==> config.mk <==
export PLATFORM = sky130hd
export DESIGN_NAME = gdp_sequencer
export DESIGN_NICKNAME = d
export VERILOG_FILES = /design/src/rtl/gdp_pkg.sv /design/src/rtl/gdp_addr_gen.sv /design/src/rtl/gdp_sequencer.sv
export SDC_FILE = /design/constraint.sdc
export NUM_CORES = 1
export LEC_CHECK = 0
export BUFFER_PORTS_ARGS = -buffer_cell sky130_fd_sc_hd__buf_2
export CELL_PAD_IN_SITES_DETAIL_PLACEMENT = 1
export CELL_PAD_IN_SITES_GLOBAL_PLACEMENT = 2
export CORE_MARGIN = 2
export CORE_UTILIZATION = 30
export CTS_CLUSTER_DIAMETER = 100
export DETAILED_ROUTE_END_ITERATION = 7
export GPL_ROUTABILITY_DRIVEN = 0
export HOLD_SLACK_MARGIN = 0.05
export PLACE_DENSITY = 0.9
export SYNTH_ARGS = -nofsm -noshare
export SYNTH_HDL_FRONTEND = slang
export SYNTH_SLANG_ARGS = --single-unit
==> constraint.sdc <==
create_clock -name clk -period 5.4 [get_ports clk]
set_input_delay 0.27 -clock clk [delete_from_list [all_inputs] [get_ports clk]]
set_output_delay 0.27 -clock clk [all_outputs]
set_load 0.03 [all_outputs]
==> src/rtl/gdp_pkg.sv <==
// Shared types and constants for the gdp log-probability datapath and its sequencer.
package gdp_pkg;

    // Q4.11 signed fixed-point value used throughout the gdp datapath
    typedef logic signed [15:0] num;

    localparam int DECIMAL_POSITION = 11;
    localparam num NUM_MIN          = 16'sh8000;

    typedef enum logic [1:0] {
        IDLE  = 2'd0,
        ISSUE = 2'd1,
        DRAIN = 2'd2,
        DONE  = 2'd3
    } seq_state_t;

    // Strict signed greater-than: ties keep the earlier (lower-index) score
    function automatic logic num_gt(input num a, input num b);
        return (a > b) ? 1'b1 : 1'b0;
    endfunction

endpackage

==> src/rtl/gdp_addr_gen.sv <==
// Nested dim/gauss counter: dim runs fastest, gauss advances when dim wraps.
// Counters are registers and drive the RAM addresses directly.
module gdp_addr_gen
    import gdp_pkg::*;
#(
    parameter int NUM_DIMS  = 8,
    parameter int NUM_GAUSS = 16,
    parameter int DIM_W     = (NUM_DIMS  > 1) ? $clog2(NUM_DIMS)  : 1,
    parameter int GAUSS_W   = (NUM_GAUSS > 1) ? $clog2(NUM_GAUSS) : 1
) (
    input  logic               clk,
    input  logic               reset,
    input  logic               i_clear,
    input  logic               i_en,
    output logic [DIM_W-1:0]   o_dim,
    output logic [GAUSS_W-1:0] o_gauss,
    output logic               o_first,
    output logic               o_last,
    output logic               o_issue_last
);

    localparam logic [DIM_W-1:0]   DIM_LAST   = DIM_W'(NUM_DIMS - 1);
    localparam logic [GAUSS_W-1:0] GAUSS_LAST = GAUSS_W'(NUM_GAUSS - 1);

    logic [DIM_W-1:0]   r_dim;
    logic [GAUSS_W-1:0] r_gauss;

    // Advance one address per enabled cycle; the final address wraps both counters to 0
    always_ff @(posedge clk) begin
        if (reset || i_clear) begin
            r_dim   <= {DIM_W{1'b0}};
            r_gauss <= {GAUSS_W{1'b0}};
        end else if (i_en) begin
            if (r_dim == DIM_LAST) begin
                r_dim <= {DIM_W{1'b0}};
                if (r_gauss == GAUSS_LAST) begin
                    r_gauss <= {GAUSS_W{1'b0}};
                end else begin
                    r_gauss <= r_gauss + GAUSS_W'(1);
                end
            end else begin
                r_dim <= r_dim + DIM_W'(1);
            end
        end
    end

    assign o_dim        = r_dim;
    assign o_gauss      = r_gauss;
    assign o_first      = (r_dim == {DIM_W{1'b0}});
    assign o_last       = (r_dim == DIM_LAST);
    assign o_issue_last = (r_dim == DIM_LAST) && (r_gauss == GAUSS_LAST);

endmodule

==> src/rtl/gdp_sequencer.sv <==
// Streams one observation vector through the gdp pipeline for every Gaussian,
// aligns RAM data with first/last tags and tracks per-Gaussian and best scores.
module gdp_sequencer
    import gdp_pkg::*;
#(
    parameter int NUM_DIMS  = 8,
    parameter int NUM_GAUSS = 16,
    parameter int DIM_W     = (NUM_DIMS  > 1) ? $clog2(NUM_DIMS)  : 1,
    parameter int GAUSS_W   = (NUM_GAUSS > 1) ? $clog2(NUM_GAUSS) : 1
) (
    input  logic                     clk,
    input  logic                     reset,
    input  logic                     start,
    output logic                     busy,
    output logic                     done,
    output logic [DIM_W-1:0]         obs_addr,
    input  logic [15:0]              obs_data,
    output logic [GAUSS_W+DIM_W-1:0] prm_addr,
    input  logic [15:0]              mean_data,
    input  logic [15:0]              omega_data,
    output logic [GAUSS_W-1:0]       k_addr,
    input  logic [15:0]              k_data,
    output logic [15:0]              gdp_x,
    output logic [15:0]              gdp_mean,
    output logic [15:0]              gdp_omega,
    output logic [15:0]              gdp_k,
    output logic                     gdp_first_calc,
    output logic                     gdp_last_calc,
    input  logic [15:0]              gdp_ln_p,
    input  logic                     gdp_data_ready,
    output logic                     score_valid,
    output logic [15:0]              score,
    output logic [GAUSS_W-1:0]       score_idx,
    output logic [15:0]              best_score,
    output logic [GAUSS_W-1:0]       best_idx
);

    // Result counter is one bit wider so it can reach NUM_GAUSS
    localparam logic [GAUSS_W:0] RES_ALL = (GAUSS_W+1)'(NUM_GAUSS);

    seq_state_t         r_state;
    logic [GAUSS_W:0]   r_res_cnt;
    logic               r_tag_valid;
    logic               r_tag_first;
    logic               r_tag_last;

    logic [DIM_W-1:0]   w_dim;
    logic [GAUSS_W-1:0] w_gauss;
    logic               w_first;
    logic               w_last;
    logic               w_issue_last;
    logic               w_start_acc;
    logic               w_issuing;
    logic               w_capture;

    assign w_start_acc = (r_state == IDLE) && start;
    assign w_issuing   = (r_state == ISSUE);
    // Results only count inside a pass and never beyond the expected number
    assign w_capture   = gdp_data_ready && (r_state == ISSUE || r_state == DRAIN) &&
                         (r_res_cnt != RES_ALL);

    gdp_addr_gen #(
        .NUM_DIMS  (NUM_DIMS),
        .NUM_GAUSS (NUM_GAUSS),
        .DIM_W     (DIM_W),
        .GAUSS_W   (GAUSS_W)
    ) u_addr_gen (
        .clk          (clk),
        .reset        (reset),
        .i_clear      (w_start_acc),
        .i_en         (w_issuing),
        .o_dim        (w_dim),
        .o_gauss      (w_gauss),
        .o_first      (w_first),
        .o_last       (w_last),
        .o_issue_last (w_issue_last)
    );

    assign obs_addr = w_dim;
    assign prm_addr = {w_gauss, w_dim};
    assign k_addr   = w_gauss;

    // Delay issue tags one cycle to meet RAM data, then register data+tags toward gdp together
    always_ff @(posedge clk) begin
        if (reset) begin
            r_tag_valid    <= 1'b0;
            r_tag_first    <= 1'b0;
            r_tag_last     <= 1'b0;
            gdp_x          <= 16'h0000;
            gdp_mean       <= 16'h0000;
            gdp_omega      <= 16'h0000;
            gdp_k          <= 16'h0000;
            gdp_first_calc <= 1'b0;
            gdp_last_calc  <= 1'b0;
        end else begin
            r_tag_valid <= w_issuing;
            r_tag_first <= w_issuing && w_first;
            r_tag_last  <= w_issuing && w_last;
            if (r_tag_valid) begin
                gdp_x          <= obs_data;
                gdp_mean       <= mean_data;
                gdp_omega      <= omega_data;
                gdp_k          <= k_data;
                gdp_first_calc <= r_tag_first;
                gdp_last_calc  <= r_tag_last;
            end else begin
                gdp_first_calc <= 1'b0;
                gdp_last_calc  <= 1'b0;
            end
        end
    end

    // Pass FSM plus score capture and running signed maximum
    always_ff @(posedge clk) begin
        if (reset) begin
            r_state     <= IDLE;
            r_res_cnt   <= {(GAUSS_W+1){1'b0}};
            busy        <= 1'b0;
            done        <= 1'b0;
            score_valid <= 1'b0;
            score       <= 16'h0000;
            score_idx   <= {GAUSS_W{1'b0}};
            best_score  <= 16'h0000;
            best_idx    <= {GAUSS_W{1'b0}};
        end else begin
            score_valid <= 1'b0;
            done        <= 1'b0;
            case (r_state)
                IDLE: begin
                    if (start) begin
                        r_state    <= ISSUE;
                        busy       <= 1'b1;
                        best_score <= NUM_MIN;
                        best_idx   <= {GAUSS_W{1'b0}};
                        r_res_cnt  <= {(GAUSS_W+1){1'b0}};
                    end
                end
                ISSUE: begin
                    if (w_issue_last) begin
                        r_state <= DRAIN;
                    end
                end
                DRAIN: begin
                    if (r_res_cnt == RES_ALL) begin
                        r_state <= DONE;
                        done    <= 1'b1;
                        busy    <= 1'b0;
                    end
                end
                DONE: begin
                    r_state <= IDLE;
                end
                default: begin
                    r_state <= IDLE;
                end
            endcase
            if (w_capture) begin
                score       <= gdp_ln_p;
                score_idx   <= r_res_cnt[GAUSS_W-1:0];
                score_valid <= 1'b1;
                r_res_cnt   <= r_res_cnt + (GAUSS_W+1)'(1);
                if (num_gt(gdp_ln_p, best_score)) begin
                    best_score <= gdp_ln_p;
                    best_idx   <= r_res_cnt[GAUSS_W-1:0];
                end
            end
        end
    end

endmodule
==> results of run 1 <==
-- routing by layer --
layer / GRT usage (%) / up-vias / wire [µm]
li1: - / 2241 / -
met1: 18.5 / 2119 / 6080
met2: 26.5 / 159 / 6740
met3: 6.51 / 17 / 1270
met4: 6.08 / 0 / 218
met5: 0 / - / 0
-- cells in the final DEF, fill, tap and decap left out, types with 2 or more instances in the layout --
cell type / Yosys / layout
a21o_1: 2 / 2
and3b_1: 2 / 2
nand2b_1: 21 / 21
dfxtp_1: 126 / 125
a311oi_1: 2 / 2
ha_1: 25 / 25
nand3b_1: 2 / 2
buf_4: 8 / 6
nor2_1: 81 / 81
clkinv_4: 0 / 3
a211oi_1: 3 / 3
clkbuf_16: 0 / 18
o21ai_0: 5 / 5
nor3_1: 4 / 4
nor2b_1: 2 / 2
inv_6: 0 / 6
mux2i_1: 84 / 84
nand3_1: 9 / 9
nand4_1: 4 / 4
buf_2: 2 / 205
a21oi_1: 40 / 40
bufinv_16: 0 / 2
inv_1: 24 / 24
nor4b_1: 2 / 2
nand2_1: 68 / 68
-- layout make-up --
| class | instances | share of cell area, % |
|---|---|---|
| Sequential cell | 126 | 36.3 |
| Timing Repair Buffer | 211 | 15.4 |
| Clock inverter | 13 | 2.17 |
| Multi-Input combinational cell | 370 | 34.3 |
| Clock buffer | 19 | 6.52 |
| Inverter | 24 | 1.29 |
| Tap cell | 225 | 4.04 |
-- power by group through the flow --
stage,sequential [W],combinational (W),clock [W]
5_1_grt,0.00119,0.00106,0.00125
3_5_place_dp,0.00119,0.000983,0
2_1_floorplan,0.00139,0.000486,0
3_3_place_gp,0.00118,0.000970,0
4_1_cts,0.00117,0.000987,0.00121
6_report,0.00117,0.000968,0.00117
-- critical path, cell delays in order (launching register included) --
cell      delay, ps
dfxtp_1         350
inv_1            60
ha_1            310
nand4_1         110
or4_1           550
a21oi_2         140
nand2b_1        130
a211o_1         850
a311oi_1        200
-- worst min path at each step --
stage,startpoint,endpoint
5_1_grt,omega_data[8],gdp_omega[8]
3_5_place_dp,best_idx[2],best_idx[2]
3_3_place_gp,score[6],score[6]
2_1_floorplan,gdp_ln_p[0],score[0]
4_1_cts,k_data[14],gdp_k[14]
6_report,k_data[14],gdp_k[14]
-- cells by family (layout without fill, tap and decap cells) --
kind of cell / count (synthesis) / in the layout / synth area share, %
compound gates: 58 / 58 / 6.38
xor+xnor: 1 / 1 / 0.169
fa+ha+maj: 25 / 25 / 6.04
buf+inv: 61 / 267 / 5.19
flops: 126 / 126 / 48.7
mux: 84 / 84 / 16.2
simple gates: 202 / 202 / 17.3
-- synthesized netlist by cell type, drive strengths merged --
cell / n / area share, %
o21a: 1 / 0.14
and2: 1 / 0.12
nor3: 4 / 0.39
nand4: 4 / 0.48
dfxtp: 126 / 49
nor2: 81 / 5.9
o211ai: 1 / 0.14
nand2b: 21 / 2.5
nand4bb: 1 / 0.22
a221oi: 1 / 0.17
a211o: 1 / 0.17
nand3: 9 / 0.87
and3: 1 / 0.12
nand2: 68 / 4.9
and3b: 2 / 0.34
a311oi: 2 / 0.34
a21o: 2 / 0.29
or3: 1 / 0.12
clkbuf: 24 / 1.7
ha: 25 / 6.0
a21oi: 41 / 4.0
nand4b: 1 / 0.17
or4: 1 / 0.14
a211oi: 3 / 0.43
buf: 13 / 1.7
mux2i: 84 / 16
a2111oi: 1 / 0.17
nor4b: 2 / 0.34
nor3b: 1 / 0.14
xor2: 1 / 0.17
nand3b: 2 / 0.29
inv: 24 / 1.7
nor2b: 2 / 0.24
o21ai: 5 / 0.48
-- per-stage QoR --
step | power, W | instance area [µm²] | util [%] | instances
6_report | 0.00331 | 6960 | 40.7 | 988
5_1_grt | 0.00350 | 6960 | 40.7 | 988
4_1_cts | 0.00337 | 6960 | 40.7 | 988
3_5_place_dp | 0.00217 | 6360 | 37.1 | 956
3_3_place_gp | 0.00215 | 6360 | 37.1 | 956
2_1_floorplan | 0.00188 | 5180 | - | 557
-- registers in the layout, indices dropped and copies added, names as in the netlist --
name                flops
r_state                 2
score_idx               4
r_tag_valid             1
u_addr_gen.o_dim        3
best_idx                4
best_score             16
busy                    1
gdp_omega              16
gdp_k                  16
gdp_x                  16
score                  16
u_addr_gen.o_gauss      4
r_tag_last              1
score_valid             1
r_tag_first             1
done                    1
gdp_last_calc           1
gdp_mean               16
gdp_first_calc          1
r_res_cnt               5
==> impl_metrics.tcl, run 1 <==
set metrics [dict create \
    overflow 0 \
    wl_um 14300 \
    clockBufferDepth 2 \
    syn_nets 666 \
    fin_crit_ps 2880 \
    fmax_mhz 347 \
    die_y_um 135 \
    coreArea_um2 17100 \
    switching_share_pct 35.8 \
    tightest_slew_ps 1080 \
    die_w_um 135 \
    worstPathRequired_ps 5640 \
    regArea_um2 2530 \
    p_int_w 0.00212 \
    drive_above_1_share_pct 32.0 \
    grt_usage_pct 16.0 \
    drt_iter0_markers 120 \
    crit_path_start "best_score[7]" \
    vias 4536 \
    crit_path_end_kind "flip-flop" \
    slew_violations 0 \
    post-dp-hpwl_um 10300 \
    viasPerCell 4.59 \
    combPwrFrac_pct 29.3 \
    switchingPower_w 0.00118 \
    seq_power_share_pct 35.4 \
    synth_cells 557 \
    yosysWarnings 0 \
    setup_slack_ps 2520 \
    r2r_cells 8 \
    postCtsResizedCells 0 \
    fillers 2050 \
    detail-route-antenna-nets 0 \
    die-area_um2 18300 \
    power_density_nw_per_um2 475 \
    finalHoldViolCount 0 \
    min-delay-path-class "input pin to flip-flop" \
    clkPwrFrac_pct 35.3 \
    grt_pass1_wl_um 23000 \
    endpoint "best_score[15]" \
    postSynthAreaPerCell_um2 9.30 \
    post_synth_num_cell_types 38 \
    num_antenna_cells 0 \
    clockRootBuffer "clkbuf_16" \
    ir_drop_v 0.000227 \
    r2r_end "best_score[15]" \
    post_cts_buffers 0 \
    finClkSkew_ps 8.41 \
    htree_levels 4 \
    io_buffers 206 \
    cp_max_fo 20 \
    ctsHoldBuffers 0 \
    grt_pass1_vias 4612 \
    nets 859 \
    grt_max_degree 62 \
    cts_tree "built" \
    dp_slack_ps 2510 \
    synth_seq_cells 126 \
    areaGrowthSynthToFinish_pct 34.4 \
    clock_sinks 126 \
    cp.arrival_ps 3120 \
    antenna_found_initial 0 \
    maxSlewHeadroom_pct 28.1 \
    drc_errors 0 \
    whs_ps 84.4 \
    critical_path_class "flip-flop to flip-flop" \
    period_share_pct 53.3 \
    ys_seq_area_share_pct 48.7 \
    maxCapViolCount 0 \
    rsz0062_at_grt "false" \
    status "completed" \
    multiInputGateArea_um2 2390 \
    start_util_pct 30.3 \
    wl_per_cell_um 14.5 \
    whs_path_depth 3 \
    synth_area_um2 5180 \
    cts_buffers 17 \
    rrSetupSlack_ps 2520 \
    num_rows 48 \
    crit_path_start_kind "flip-flop" \
    tns_ps 0 \
    clk_pin_slew_ps 70 \
    finalSetupViolations 0 \
    io_pins 207 \
    clock_latency_ps 420 \
    power.leakage_nw 3.24 \
    r2r-start "best_score[7]" \
    drt-pass1-iter-count 4 \
]
Note: power is estimated with default switching activity, not from simulation.
==> run 2: changes to the inputs <==
CORE_UTILIZATION = 28   (was 30)
PLACE_DENSITY = 0.85   (was 0.9)
clock period = 2.8 ns   (was 5.4 ns; I/O delays follow)
==> run 2 against run 1 <==
  * Non-clock buffer count increased by 82
  * Clock-buffer cell count decreased by 1
  * The flow now finishes with violations (DRC)
  * Global-route usage increased by 1.5 points
  * Sequential power increased by 93%
  * Via count increased by 7.3%
  * Clock skew about the same
==> impl_metrics.tcl, run 2 (synthesis results as in run 1) <==
set metrics [dict create \
    status "complete, but fails checks" \
    violations "DRC" \
    clock_latency_ps 410 \
    critical_path_class "input pin to flip-flop" \
    slew_violations 0 \
    antenna_found_initial 0 \
    cp.depth 10 \
    min-delay-path-class "input pin to flip-flop" \
    cp_max_fo 14 \
    grt_pass1_wl_um 27100 \
    maxSlewHeadroom_pct 62.1 \
    p_int_w 0.00432 \
    overflow 0 \
    fillers 2085 \
    grt_max_degree 51 \
    hp-start "start" \
    grt_usage_pct 17.4 \
    drt-pass1-iter-count 7 \
    power.leakage_nw 3.61 \
    die_y_um 140 \
    viasPerCell 4.54 \
    num_antenna_cells 0 \
    r2r_end "best_score[0]" \
    finalHoldViolCount 0 \
    clk_pin_slew_ps 60 \
    r2r_cells 9 \
    cp.arrival_ps 2890 \
    coreArea_um2 18100 \
    clockRootBuffer "clkbuf_16" \
    num_rows 49 \
    combPwrFrac_pct 30.4 \
    fin_crit_ps 2560 \
    power_density_nw_per_um2 847 \
    drt_iter0_markers 215 \
    finalSetupViolations 0 \
    maxCapViolCount 0 \
    multiInputGateArea_um2 2390 \
    worstPathRequired_ps 3130 \
    crit_path_start_kind "input pin" \
    drive_above_1_share_pct 29.1 \
    vias 4869 \
    crit_family "buffers and inverters" \
    io_buffers 206 \
    whs_ps 189 \
    wl_per_cell_um 15.7 \
    areaGrowthSynthToFinish_pct 51.4 \
    io_pins 207 \
    clock_sinks 126 \
    seq_power_share_pct 34.1 \
    post-dp-hpwl_um 10800 \
    crit_path_end_kind "flip-flop" \
    crit_path_start "gdp_ln_p[15]" \
    regArea_um2 2530 \
    cpPeakStageDelay_ps 580 \
    crit_slowest_cell "or4_1" \
    tightest_slew_ps 568 \
    r2r-start "best_score[7]" \
    clockBufferDepth 2 \
    cts_tree "built" \
    ir_drop_v 0.000394 \
    rrSetupSlack_ps 270 \
    wl_um 16900 \
    total_power_w 0.00665 \
    layout_commonest_cell "buf_2" \
    clkPwrFrac_pct 35.5 \
    start_util_pct 28.6 \
    die-area_um2 19600 \
    period_share_pct 91.4 \
    detail-route-antenna-nets 0 \
    endpoint "best_score[0]" \
    cts_buffers 17 \
    cp_num_buf_inv 3 \
    htree_levels 4 \
    die_w_um 140 \
    drc_errors 12 \
    grt_pass1_vias 5275 \
    rsz0062_at_grt "false" \
    switchingPower_w 0.00233 \
    finClkSkew_ps 8.03 \
    postCtsResizedCells 0 \
    nets 941 \
    final_cell_mix "205 x buf_2, 125 x dfxtp_1, 84 x mux2i_1" \
    worstPathCellList "dlygate4sd3_1 > buf_2 > ha_1 > nand2_1 > or4_1 > a21oi_2 > nand2b_1 > a211o_1 > buf_12 > mux2i_1" \
    fmax_mhz 391 \
    switching_share_pct 35.0 \
    tns_ps 0 \
]
## run 2: worst min-delay path by stage
stage,endpoint,slack [ps],cells after the start
after floorplan,score[0],280,2
after global placement,gdp_x[9],370,3
after detailed placement,gdp_k[11],380,3
after CTS,busy,170,4
after global routing,score_valid,200,2
final,busy,190,4
## run 2: worst min-delay path, stage by stage
cell	delay, ps
buf_2	140
a21oi_1	130
o21a_1	120
nor2_1	40
## run 2: metrics by stage
| stage | area [µm²] | worst slack, ps | util [%] | std cells |
|---|---|---|---|---|
| 6_report | 7850 | 242 | 43.4 | 1073 |
| 5_1_grt | 7850 | 115 | 43.4 | 1073 |
| 4_1_cts | 7850 | 234 | 43.4 | 1073 |
| 3_5_place_dp | 6420 | 306 | 35.5 | 962 |
| 3_3_place_gp | 6420 | 366 | 35.5 | 962 |
| 2_1_floorplan | 5180 | 405 | - | 557 |
## run 2: repair_timing
| action | in CTS | in global routing |
|---|---|---|
| hold endpoints to repair | 95 | 0 |
| hold buffers | 80 | 0 |
| buffers inserted | 0 | 0 |
## run 2: layout make-up
class | count | share of cell area [%]
clock inverters | 13 | 2.42
multi-input cells | 370 | 30.5
flip-flops and latches | 126 | 32.2
clock buffers | 18 | 5.60
well taps | 229 | 3.65
repair buffers | 293 | 24.5
inverters | 24 | 1.15
## run 2: metal layers
metal | vias up | wire length (µm) | GRT usage [%]
met5 | - | 0 | 0
met4 | 0 | 209 | 5.90
met3 | 16 | 1070 | 4.99
met2 | 155 | 8640 | 32.0
met1 | 2294 | 6940 | 19.3
li1 | 2404 | - | -
## run 2: power by group through the flow
stage	combinational [W]	sequential [W]	clock [W]
finish	0.00202	0.00226	0.00236
global route	0.00221	0.00230	0.00250
CTS	0.00204	0.00226	0.00242
detailed placement	0.00194	0.00229	0
global placement	0.00191	0.00229	0
floorplan	0.000937	0.00269	0
==> run 3: changes to the inputs <==
ABC_AREA = 1   (was not set)
CAP_MARGIN = 20   (was not set)
CORE_UTILIZATION = 26   (was 28)
PLACE_DENSITY = 0.84   (was 0.85)
==> run 3 against run 2 <==
  * The flow now finishes without violations
  * Synthesized area up 1.6%
  * Sequential power up 5%
  * Sequential share of layout area up 0.12 points
  * Die area up 9.1%
  * Final area down 0.48%
  * Critical endpoint is now best_score[4]
  * Largest power group is now combinational logic
==> impl_metrics.tcl, run 3 <==
set metrics [dict create \
    status "completed" \
    synth_xor_area_share_pct 0 \
    finClkSkew_ps 11.1 \
    synthTopCellsByArea "dfxtp_1 48%, nor2_1 13%, o21ai_0 8.8%" \
    die_y_um 146 \
    post-dp-hpwl_um 11800 \
    num_antenna_cells 0 \
    power.leakage_nw 3.90 \
    clkPwrFrac_pct 29.9 \
    crit_slowest_cell "dlygate4sd3_1" \
    total_power_w 0.00714 \
    drc_errors 0 \
    drt-pass1-iter-count 4 \
    num_rows 52 \
    clock_latency_ps 420 \
    synth_top_cell_area_share_pct 47.9 \
    post_synth_num_cell_types 30 \
    synth_commonest_cells "185 x nor2_1, 126 x dfxtp_1, 93 x o21ai_0" \
    min-delay-path-class "input pin to flip-flop" \
    cp_max_fo 15 \
    cpPeakStageDelay_ps 530 \
    seq_power_share_pct 33.2 \
    synth_edf_count 0 \
    ys_seq_area_share_pct 47.9 \
    syn_nets 806 \
    wl_um 18000 \
    clk_pin_slew_ps 70 \
    critical_path_class "input pin to flip-flop" \
    ir_drop_v 0.000375 \
    ys.flop_type "dfxtp_1" \
    tns_ps 0 \
    crit_family "simple AND/OR/NAND/NOR gates" \
    combPwrFrac_pct 36.9 \
    finalHoldViolCount 0 \
    postSynthAreaPerCell_um2 7.55 \
    layout_commonest_cell "buf_2" \
    vias 5498 \
    synth_top_family_by_area "simple AND/OR/NAND/NOR gates" \
    worstPathCellList "dlygate4sd3_1 > buf_2 > ha_1 > a21oi_1 > o21ai_0 > a21oi_1 > nand3_1 > nand2_2 > nand2_1 > nand2_1 > nand2_1 > nor2_1" \
    maxCapViolCount 0 \
    clockRootBuffer "clkbuf_16" \
    post_cts_buffers 0 \
    period_share_pct 77.5 \
    clockBufferDepth 2 \
    viasPerCell 4.40 \
    worstPathRequired_ps 3150 \
    drive_above_1_share_pct 26.4 \
    dp_cells 1138 \
    synth_area_um2 5260 \
    synth_simple_gate_area_share_pct 22.2 \
    grt_usage_pct 17.2 \
    final_cell_mix "206 x buf_2, 185 x nor2_1, 125 x dfxtp_1" \
    grt_pass1_vias 5598 \
    slew_violations 0 \
    die_w_um 146 \
    io_pins 207 \
    synthMuxAreaShare_pct 0 \
    clock_sinks 126 \
    start_util_pct 26.3 \
    maxSlewHeadroom_pct 57.6 \
    htree_levels 4 \
    synth_seq_cells 126 \
    switchingPower_w 0.00294 \
    fin_area_um2 7810 \
    rrSetupSlack_ps 660 \
    power_density_nw_per_um2 914 \
    antenna_found_initial 0 \
    cp_num_buf_inv 2 \
    cts_buffers 17 \
    tightest_slew_ps 635 \
    fmax_mhz 461 \
    switching_share_pct 41.1 \
    cp.arrival_ps 2520 \
    die-area_um2 21400 \
    cts_tree "built" \
    async_flop_share_pct 0 \
    rsz0062_at_grt "false" \
    nets 1076 \
    detail-route-antenna-nets 0 \
    crit_path_end_kind "flip-flop" \
    overflow 0 \
    final_cells 1250 \
    grt_max_degree 67 \
    synth_adder_area_share_pct 5.94 \
    areaGrowthSynthToFinish_pct 48.3 \
    yosysWarnings 0 \
    drt_iter0_markers 204 \
    synth_most_common_cell "nor2_1" \
    synth_compound_area_share_pct 14.8 \
    postCtsResizedCells 0 \
    worst_path_most_repeated_cell "nand2_1" \
    p_int_w 0.00420 \
    fillers 2464 \
    io_buffers 206 \
    synth_cells 697 \
    fin_crit_ps 2170 \
    coreArea_um2 20000 \
    grt_pass1_wl_um 29600 \
    final_util_pct 39.0 \
    finalSetupViolations 0 \
    placed_cell_area_um2 6440 \
    yosys.area.top_type "dfxtp_1" \
    crit_path_start_kind "input pin" \
    wl_per_cell_um 14.4 \
]
==> run 3: metal layers <==
metal | track usage (%) | vias to the layer above | share of wire [%]
met1 | 21.9 | 2553 | 46
met2 | 28.0 | 164 | 46
met4 | 5.29 | 0 | 1.4
met3 | 5.31 | 16 | 6.0
li1 | - | 2765 | -
met5 | 0 | - | 0
==> run 3: cells by family after synthesis <==
family,count (synthesis)
buffers and inverters,103
AO/OA/AOI/OAI,151
flip-flops,126
adder cells (fa/ha/maj),25
AND/OR/NAND/NOR,292
==> run 3: final cells by class <==
cell class              instances  area, µm²  area share, %
clock inverters                15        139           1.78
repair buffers                295       1900           24.3
inverters                      59        221           2.84
well taps                     270        338           4.33
flip-flops and latches        126       2520           32.3
clock buffers                  17        425           5.45
multi-input cells             468       2260           29.0
==> run 3: power groups by stage <==
stage               registers (W)  clock network (W)  logic [W]
CTS                       0.00237            0.00221    0.00266
global placement          0.00239                  0    0.00254
global route              0.00241            0.00230    0.00292
floorplan                 0.00309                  0    0.00117
finish                    0.00237            0.00214    0.00263
detailed placement        0.00240                  0    0.00256
==> run 3: what timing repair did <==
| action | 4_1_cts | 5_1_grt |
|---|---|---|
| endpoints found under the setup margin | 0 | 0 |
| endpoints found under the hold margin | 81 | 0 |
| hold buffers | 80 | 0 |
==> run 3: metrics by stage <==
step	hold WS, ps	worst slack (ps)
2_1_floorplan	275	816
3_3_place_gp	361	719
3_5_place_dp	369	638
4_1_cts	54.4	610
5_1_grt	62.4	275
6_report	61.5	629
==> run 3: worst paths after layout <==
path,start,to,cells past startpoint
max,gdp_ln_p[15],best_score[4],12
min,reset,r_res_cnt[3],2
max reg2reg,best_score[15],best_score[4],11
min reg2reg,r_tag_last,gdp_last_calc,1
==> run 3: worst register-to-register path: stages (launching register included) <==
cell and delay (ps):
dfxtp_1 330, inv_1 60, ha_1 320, a21oi_1 150
o21ai_0 90, a21oi_1 170, nand3_1 120, nand2_2 240
nand2_1 310, nand2_1 140, nand2_1 60, nor2_1 100
